`src/rtl/result_trace_buffer.sv`:
```
// result_trace_buffer
//   Trace FIFO for the single-cycle computer. On capture_en it stores the
//   {addr, Result} pair, and a consumer drains entries with a valid/ready
//   handshake. When a sample arrives while the FIFO is full and nothing is
//   popped that cycle, the sample is dropped and the sticky overflow flag is set.
//
//   Optional build macro: RESULT_TRACE_DEDUP_EN
//     When defined, a capture whose addr equals the last accepted addr is
//     skipped. A skipped capture is neither a push nor an overflow.
//
// Parameters
//   DEPTH : number of FIFO entries (power of two, 2..256)
//   CW    : count width, log2(DEPTH)+1
//
// Ports
//   Clock        in   single clock; all state updates on its rising edge
//   Reset        in   synchronous, active-high reset
//   Result       in   32-bit result word
//   addr         in   32-bit PC/address paired with Result
//   capture_en   in   sample {addr, Result} at this edge
//   clr_overflow in   clear the sticky overflow flag
//   out_ready    in   consumer accepts the head entry
//   out_valid    out  head entry present (not empty)
//   out_addr     out  addr field of the head entry, 0 when empty
//   out_data     out  Result field of the head entry, 0 when empty
//   count        out  number of stored entries, 0..DEPTH
//   full, empty  out  count==DEPTH, count==0
//   overflow     out  sticky: a sample was dropped

module result_trace_buffer #(
    parameter int DEPTH = 16,
    parameter int CW    = 5
) (
    input  logic          Clock,
    input  logic          Reset,
    input  logic [31:0]   Result,
    input  logic [31:0]   addr,
    input  logic          capture_en,
    input  logic          clr_overflow,
    input  logic          out_ready,
    output logic          out_valid,
    output logic [31:0]   out_addr,
    output logic [31:0]   out_data,
    output logic [CW-1:0] count,
    output logic          full,
    output logic          empty,
    output logic          overflow
);

    localparam int AW = CW - 1;

    logic [31:0]   mem_addr [DEPTH];
    logic [31:0]   mem_data [DEPTH];
    // The pointers carry one extra wrap bit. That bit lets the pointer
    // difference tell full (DEPTH) apart from empty (0).
    logic [CW-1:0] wr_ptr;
    logic [CW-1:0] rd_ptr;
    logic          push_cand;
    logic          push;
    logic          pop;
    logic          drop;

    assign count     = wr_ptr - rd_ptr;
    assign empty     = (count == '0);
    assign full      = (count == CW'(DEPTH));
    assign out_valid = ~empty;

    assign pop  = out_valid & out_ready;
    // Popping in the same cycle frees a slot, so a push is accepted even when full.
    assign push = push_cand & (~full | pop);
    assign drop = push_cand & full & ~pop;

    assign out_addr = empty ? '0 : mem_addr[rd_ptr[AW-1:0]];
    assign out_data = empty ? '0 : mem_data[rd_ptr[AW-1:0]];

`ifdef RESULT_TRACE_DEDUP_EN
    logic [31:0] last_addr;
    logic        last_valid;

    assign push_cand = capture_en & ~(last_valid & (addr == last_addr));

    // Only accepted pushes are remembered. A dropped sample never becomes the
    // dedup reference.
    always_ff @(posedge Clock) begin
        if (Reset) begin
            last_valid <= 1'b0;
            last_addr  <= '0;
        end else if (push) begin
            last_valid <= 1'b1;
            last_addr  <= addr;
        end
    end
`else
    assign push_cand = capture_en;
`endif

    always_ff @(posedge Clock) begin
        if (!Reset && push) begin
            mem_addr[wr_ptr[AW-1:0]] <= addr;
            mem_data[wr_ptr[AW-1:0]] <= Result;
        end
    end

    always_ff @(posedge Clock) begin
        if (Reset) begin
            wr_ptr   <= '0;
            rd_ptr   <= '0;
            overflow <= 1'b0;
        end else begin
            if (push) wr_ptr <= wr_ptr + 1'b1;
            if (pop)  rd_ptr <= rd_ptr + 1'b1;
            // A drop in the same cycle wins over a clear request.
            if (drop)              overflow <= 1'b1;
            else if (clr_overflow) overflow <= 1'b0;
        end
    end

endmodule

```
`config.mk`:
```
export PLATFORM = sky130hd
export DESIGN_NAME = result_trace_buffer
export DESIGN_NICKNAME = d
export VERILOG_FILES = /design/src/rtl/result_trace_buffer.sv
export SDC_FILE = /design/constraint.sdc
export NUM_CORES = 1
export LEC_CHECK = 0
export ABC_AREA = 1
export CAP_MARGIN = 20
export CORE_ASPECT_RATIO = 1.4
export CORE_UTILIZATION = 50
export DETAILED_ROUTE_END_ITERATION = 16
export DONT_BUFFER_PORTS = 1
export GPL_ROUTABILITY_DRIVEN = 0
export HOLD_SLACK_MARGIN = 0.06
export PLACE_DENSITY = 0.68
export SETUP_SLACK_MARGIN = 0.2
export SYNTH_ARGS = -nofsm -noshare
export SYNTH_HDL_FRONTEND = slang
export SYNTH_SLANG_ARGS = --single-unit
```
`constraint.sdc`:
```
create_clock -name Clock -period 9.7 [get_ports Clock]
set_clock_uncertainty 0.1 [all_clocks]
set_input_delay 0.97 -clock Clock [delete_from_list [all_inputs] [get_ports Clock]]
set_output_delay 0.97 -clock Clock [all_outputs]
set_load 0.02 [all_outputs]
```
After elaboration in Yosys (flattened, before gate mapping)

Memories as Yosys holds them, arrays and structs flattened. A register that Yosys moved wholly into a read port is not among the register bits.
Index checks and enable logic that the tools add are counted.

Add/subtract/negate cells: 3
Reduce and logical (&&, ||, !) cells: 4
Mux-type cells: 10
Bitwise logic cells: 8
Equality and inequality tests: 1

Operators with widths:

| operator            | number |
|---|---|
| $mux 32             | 2 |
| $mux 4              | 4 |
| $add 5x1->5 const B | 2 |
| $eq 5x5->1 const B  | 1 |
| $logic_not 5->1     | 1 |
| $sub 5x5->5         | 1 |
| $and 1x1->1         | 4 |
| $mux 1              | 4 |
| $not 1->1           | 3 |
| $reduce_bool 2->1   | 1 |
| $logic_and 1x1->1   | 1 |
| $logic_not 1->1     | 1 |
| $or 1x1->1          | 1 |

Output and inout port bits: 73
Input bits: 69
Bits in writable memories: 1024
Word-level logic and storage cells: 31
Memories kept: 2
Flip-flop bits (word level): 11

Memories:

| name     | depth | width | rd ports | clocked after Yosys merged registers in | write ports | RTL line | text |
|---|---|---|---|---|---|---|---|
| mem_addr | 16    | 32    | 1        | 1                                       | 1           | 52       | `logic [31:0] mem_addr [DEPTH];` |
| mem_data | 16    | 32    | 1        | 1                                       | 1           | 53       | `logic [31:0] mem_data [DEPTH];` |

Depth between registers and ports, before layout

Depth after elaboration: 9
Mapped depth: 13
Mapped depth without buffers: 13

Worst setup path after synthesis

OpenSTA, ideal clock, no wires.

Path kind: reg2reg
From: reg wr_ptr[0]
To: mem mem_addr[0][0], enable pin
Slack: 4333 ps
Data arrival time: 4781 ps
Stages on the path, launching flop included: 11
Cell sequence: dfxtp_1 inv_1 ha_1 clkinv_1 fa_1 xor2_1 nor2_1 nand4_2 nand3_2 buf_2 nor2_1

Word-level cells in the longest chain between the ends: 9
Elaborated cells between the ends (all ways): 11

Ends and longest elaborated chain:

| what                           | RTL line | text |
|---|---|---|
| from (decl)                    | 56       | `logic [CW-1:0] wr_ptr;` |
| from (signal assigned)         | 110      | `if (push) wr_ptr <= wr_ptr + 1'b1;` |
| $sub 5x5->5 *                  | 63       | `assign count = wr_ptr - rd_ptr;` |
| via count[2]                   | 44       | `output logic [CW-1:0] count,` |
| $logic_not 5->1                | 64       | `assign empty = (count == '0);` |
| $not 1->1                      | 66       | `assign out_valid = ~empty;` |
| $and 1x1->1                    | 68       | `assign pop = out_valid & out_ready;` |
| $or 1x1->1 *                   | 70       | `assign push = push_cand & (~full \| pop);` |
| $and 1x1->1 *                  | 70       |  |
| $logic_and 1x1->1 *            | 98       | `if (!Reset && push) begin` |
| $mux 1 *                       | 98       |  |
| $mux 1 (implied by the code) * | 99       | `mem_addr[wr_ptr[AW-1:0]] <= addr;` |
| to (decl)                      | 52       |  |

Mark *: on every way through the listed nets, which the timed path passes. The rest lies on a longest branch.

==> flow_summary.json <==
{
  "cts_buffer_depth": 3,
  "ys_seq_area_frac": 0.730,
  "synth_top_family_by_area": "compound AO/OA/AOI/OAI gates",
  "hold_buffers": 0,
  "drive_gt1_frac": 0.0673,
  "ant_nets": 0,
  "drt-total-wl_mm": 97.2,
  "start_util": 0.504,
  "path_max_fanout": 96,
  "chipWidth_um": 248,
  "synth_edf_count": 1024,
  "min_path_type": "input port to register",
  "peakVddDrop_mv": 0.168,
  "tns_ns": 0,
  "synthArstFlopShare": 0,
  "tightest_slew_ns": 1.15,
  "leakagePower_nw": 16.4,
  "rsz0062_at_grt": "false",
  "cts.htree.levels": 3,
  "start_kind": "register",
  "drc": 0,
  "status": "finished, final reports clean",
  "holdPathEnd": "overflow$_SDFFE_PP0P_",
  "grt-ovfl-total": 0,
  "syn_area_um2": 42500,
  "vias_per_cell": 5.73,
  "postCtsSetupRepairBufs": 0,
  "setup-violations-final": 0,
  "ys_warn_count": 0,
  "synthXorXnorAreaFrac": 0.00185,
  "criticalPathCategory": "register to primary output",
  "arrival_ns": 4.21,
  "muxShareOfSynthArea": 0.0485,
  "fin_util": 0.547,
  "grt_max_degree": 215,
  "vias": 24729,
  "max-cap-violations": 0,
  "core_um2": 84300,
  "required_ns": 8.63,
  "nFillCells": 6719,
  "area_growth_pct": 8.38,
  "ff2ff_setup_slack_ns": 4.51,
  "grt_usage": 0.225,
  "reg2reg_from": "wr_ptr[0]$_SDFFE_PP0P_",
  "clkSinkCount": 1039,
  "grt_pass1_vias": 24739,
  "fin_crit_ns": 5.28,
  "io_pins": 142,
  "clk_pin_slew_ns": 0.06,
  "powerDensity_nw_per_um2": 214,
  "avgSynthCellArea_um2": 13.2,
  "cts_tree": "yes",
  "drt-pass1-iter-count": 6,
  "drtIter0Drc": 2176,
  "clk_latency_ns": 0.66,
  "die_h_um": 347,
  "grt_first_pass_wirelength_mm": 147,
  "antenna_found_initial": 0,
  "synth-seq-cells": 1039,
  "rr_endpoint": "mem_addr[3][26]$_DFFE_PP_",
  "yosys.area_share.simple": 0.0755,
  "end_kind": "primary output",
  "ctsResizeCount": 0,
  "hpwlAfterDp_mm": 48.4,
  "period_share": 0.544,
  "rr_worst_depth": 10,
  "hold_start": "Reset",
  "synth.distinct_cells": 30,
  "die_area_um2": 86200,
  "syn_nets": 3293,
  "insertedDiodeCount": 0,
  "syn_inst": 3214,
  "drv_slew": 0,
  "synth_compound_area_frac": 0.0839,
  "hold_viol": 0,
  "rows": 126,
  "hold_depth": 1,
  "ctsRootBufferMaster": "clkbuf_16",
  "numCtsBuffers": 95,
  "fmax_mhz": 189,
  "port_buffers": 0,
  "avgRoutedWirePerCell_um": 22.5,
  "nNetsFinal": 3230,
  "relSlewSlack": 0.233,
  "synth_ff_type": "edfxtp_1",
  "synthAdderAreaFrac": 0.00312
}
==> stage by stage <==
step	instances	worst slack [ns]	total power [mW]	hold WS, ns	instance area, um^2
floorplan	3214	4.33	6.15	0.368	42500
global placement	4142	4.62	6.36	0.398	43200
detailed placement	4142	4.53	6.39	0.437	43200
CTS	4313	4.37	9.92	0.229	46100
global route	4313	4.09	10.2	0.250	46100
finish	4313	4.42	9.85	0.272	46100
==> area by class of cell <==
type                       instances  area (um^2)  area share
clock buffer                     117         2540      0.0552
clock inverter                    54          378     0.00820
inverter                         325         1230      0.0267
multi-input combinational       1651         9180       0.199
sequential                      1039        31100       0.674
tap                             1088         1360      0.0295
timing repair buffer              39          343     0.00744
==> synthesized netlist by cell type, types with 23 or more instances <==
cell | count | area share
edfxtp_1 | 1024 | 0.72
inv_1 | 319 | 0.028
a21oi_1 | 310 | 0.036
nand2_1 | 310 | 0.027
nand3_1 | 297 | 0.035
o21ai_0 | 280 | 0.033
mux2i_1 | 206 | 0.048
nor2_1 | 140 | 0.012
clkbuf_1 | 90 | 0.0079
o211ai_1 | 46 | 0.0081
buf_2 | 41 | 0.0048
o21ai_1 | 23 | 0.0027
==> flip-flops by register name (all words and copies together) (netlist names), named ones only <==
signal,count
mem_data,512
overflow,1
mem_addr,512
rd_ptr,5
wr_ptr,5
==> worst max-delay path, cell delays in order, from the launching register on <==
cell	delay, ns
dfxtp_4	0.86
buf_4	0.56
buf_4	0.87
a21oi_1	0.17
o21ai_0	0.17
nand3_1	0.12
nand3_1	0.13
nand2_1	0.07
nor2_1	0.54
==> placed cells by master (no fill, tap or decap), drive strengths merged <==
cell / instances
clkinv: 51
o211ai: 50
nor2: 141
clkinvlp: 2
edfxtp: 1024
nand2: 310
nand3: 298
xor2: 6
or2: 1
mux2i: 206
inv: 322
clkbuf: 117
fa: 1
buf: 39
a21oi: 318
dfxtp: 15
xnor2: 3
ha: 9
o21ai: 307
bufinv: 4
nand4: 1
==> worst max path at each step <==
stage | start | to | slack (ns)
6_report | register | out_data[18] | 4.42
5_1_grt | register | out_data[18] | 4.09
4_1_cts | register | out_data[18] | 4.37
3_5_place_dp | wr_ptr[0]$_SDFFE_PP0P_ | mem_data[3][7]$_DFFE_PP_ | 4.53
3_3_place_gp | wr_ptr[0]$_SDFFE_PP0P_ | mem_data[3][7]$_DFFE_PP_ | 4.62
2_1_floorplan | wr_ptr[0]$_SDFFE_PP0P_ | mem_addr[0][0]$_DFFE_PP_ | 4.33
==> kinds of logic (layout without fill, tap and decap cells) <==
kind of cell,Yosys count,count (layout)
AOI/OAI and AO/OA,675,675
adders and majority gates,10,10
xor gates and xnor gates,9,9
buffers and inverters,524,535
and+or+nand+nor,751,751
muxes,206,206
DFF,1039,1039
==> power by group <==
part	switching, mW	internal, mW
Combinational	0.937	0.349
Clock	1.60	1.97
Sequential	0.0299	4.97
Total	2.56	7.29
==> per-layer routing <==
layer	global-route usage	part of all wire	routed length, um	vias to the layer above
li1	-	-	-	11403
met1	0.285	0.41	39800	12393
met2	0.391	0.50	48800	767
met3	0.0345	0.061	5890	166
met4	0.0788	0.028	2720	0
met5	0	0	0	-
No activity file was read; power rests on OpenSTA's default activity.
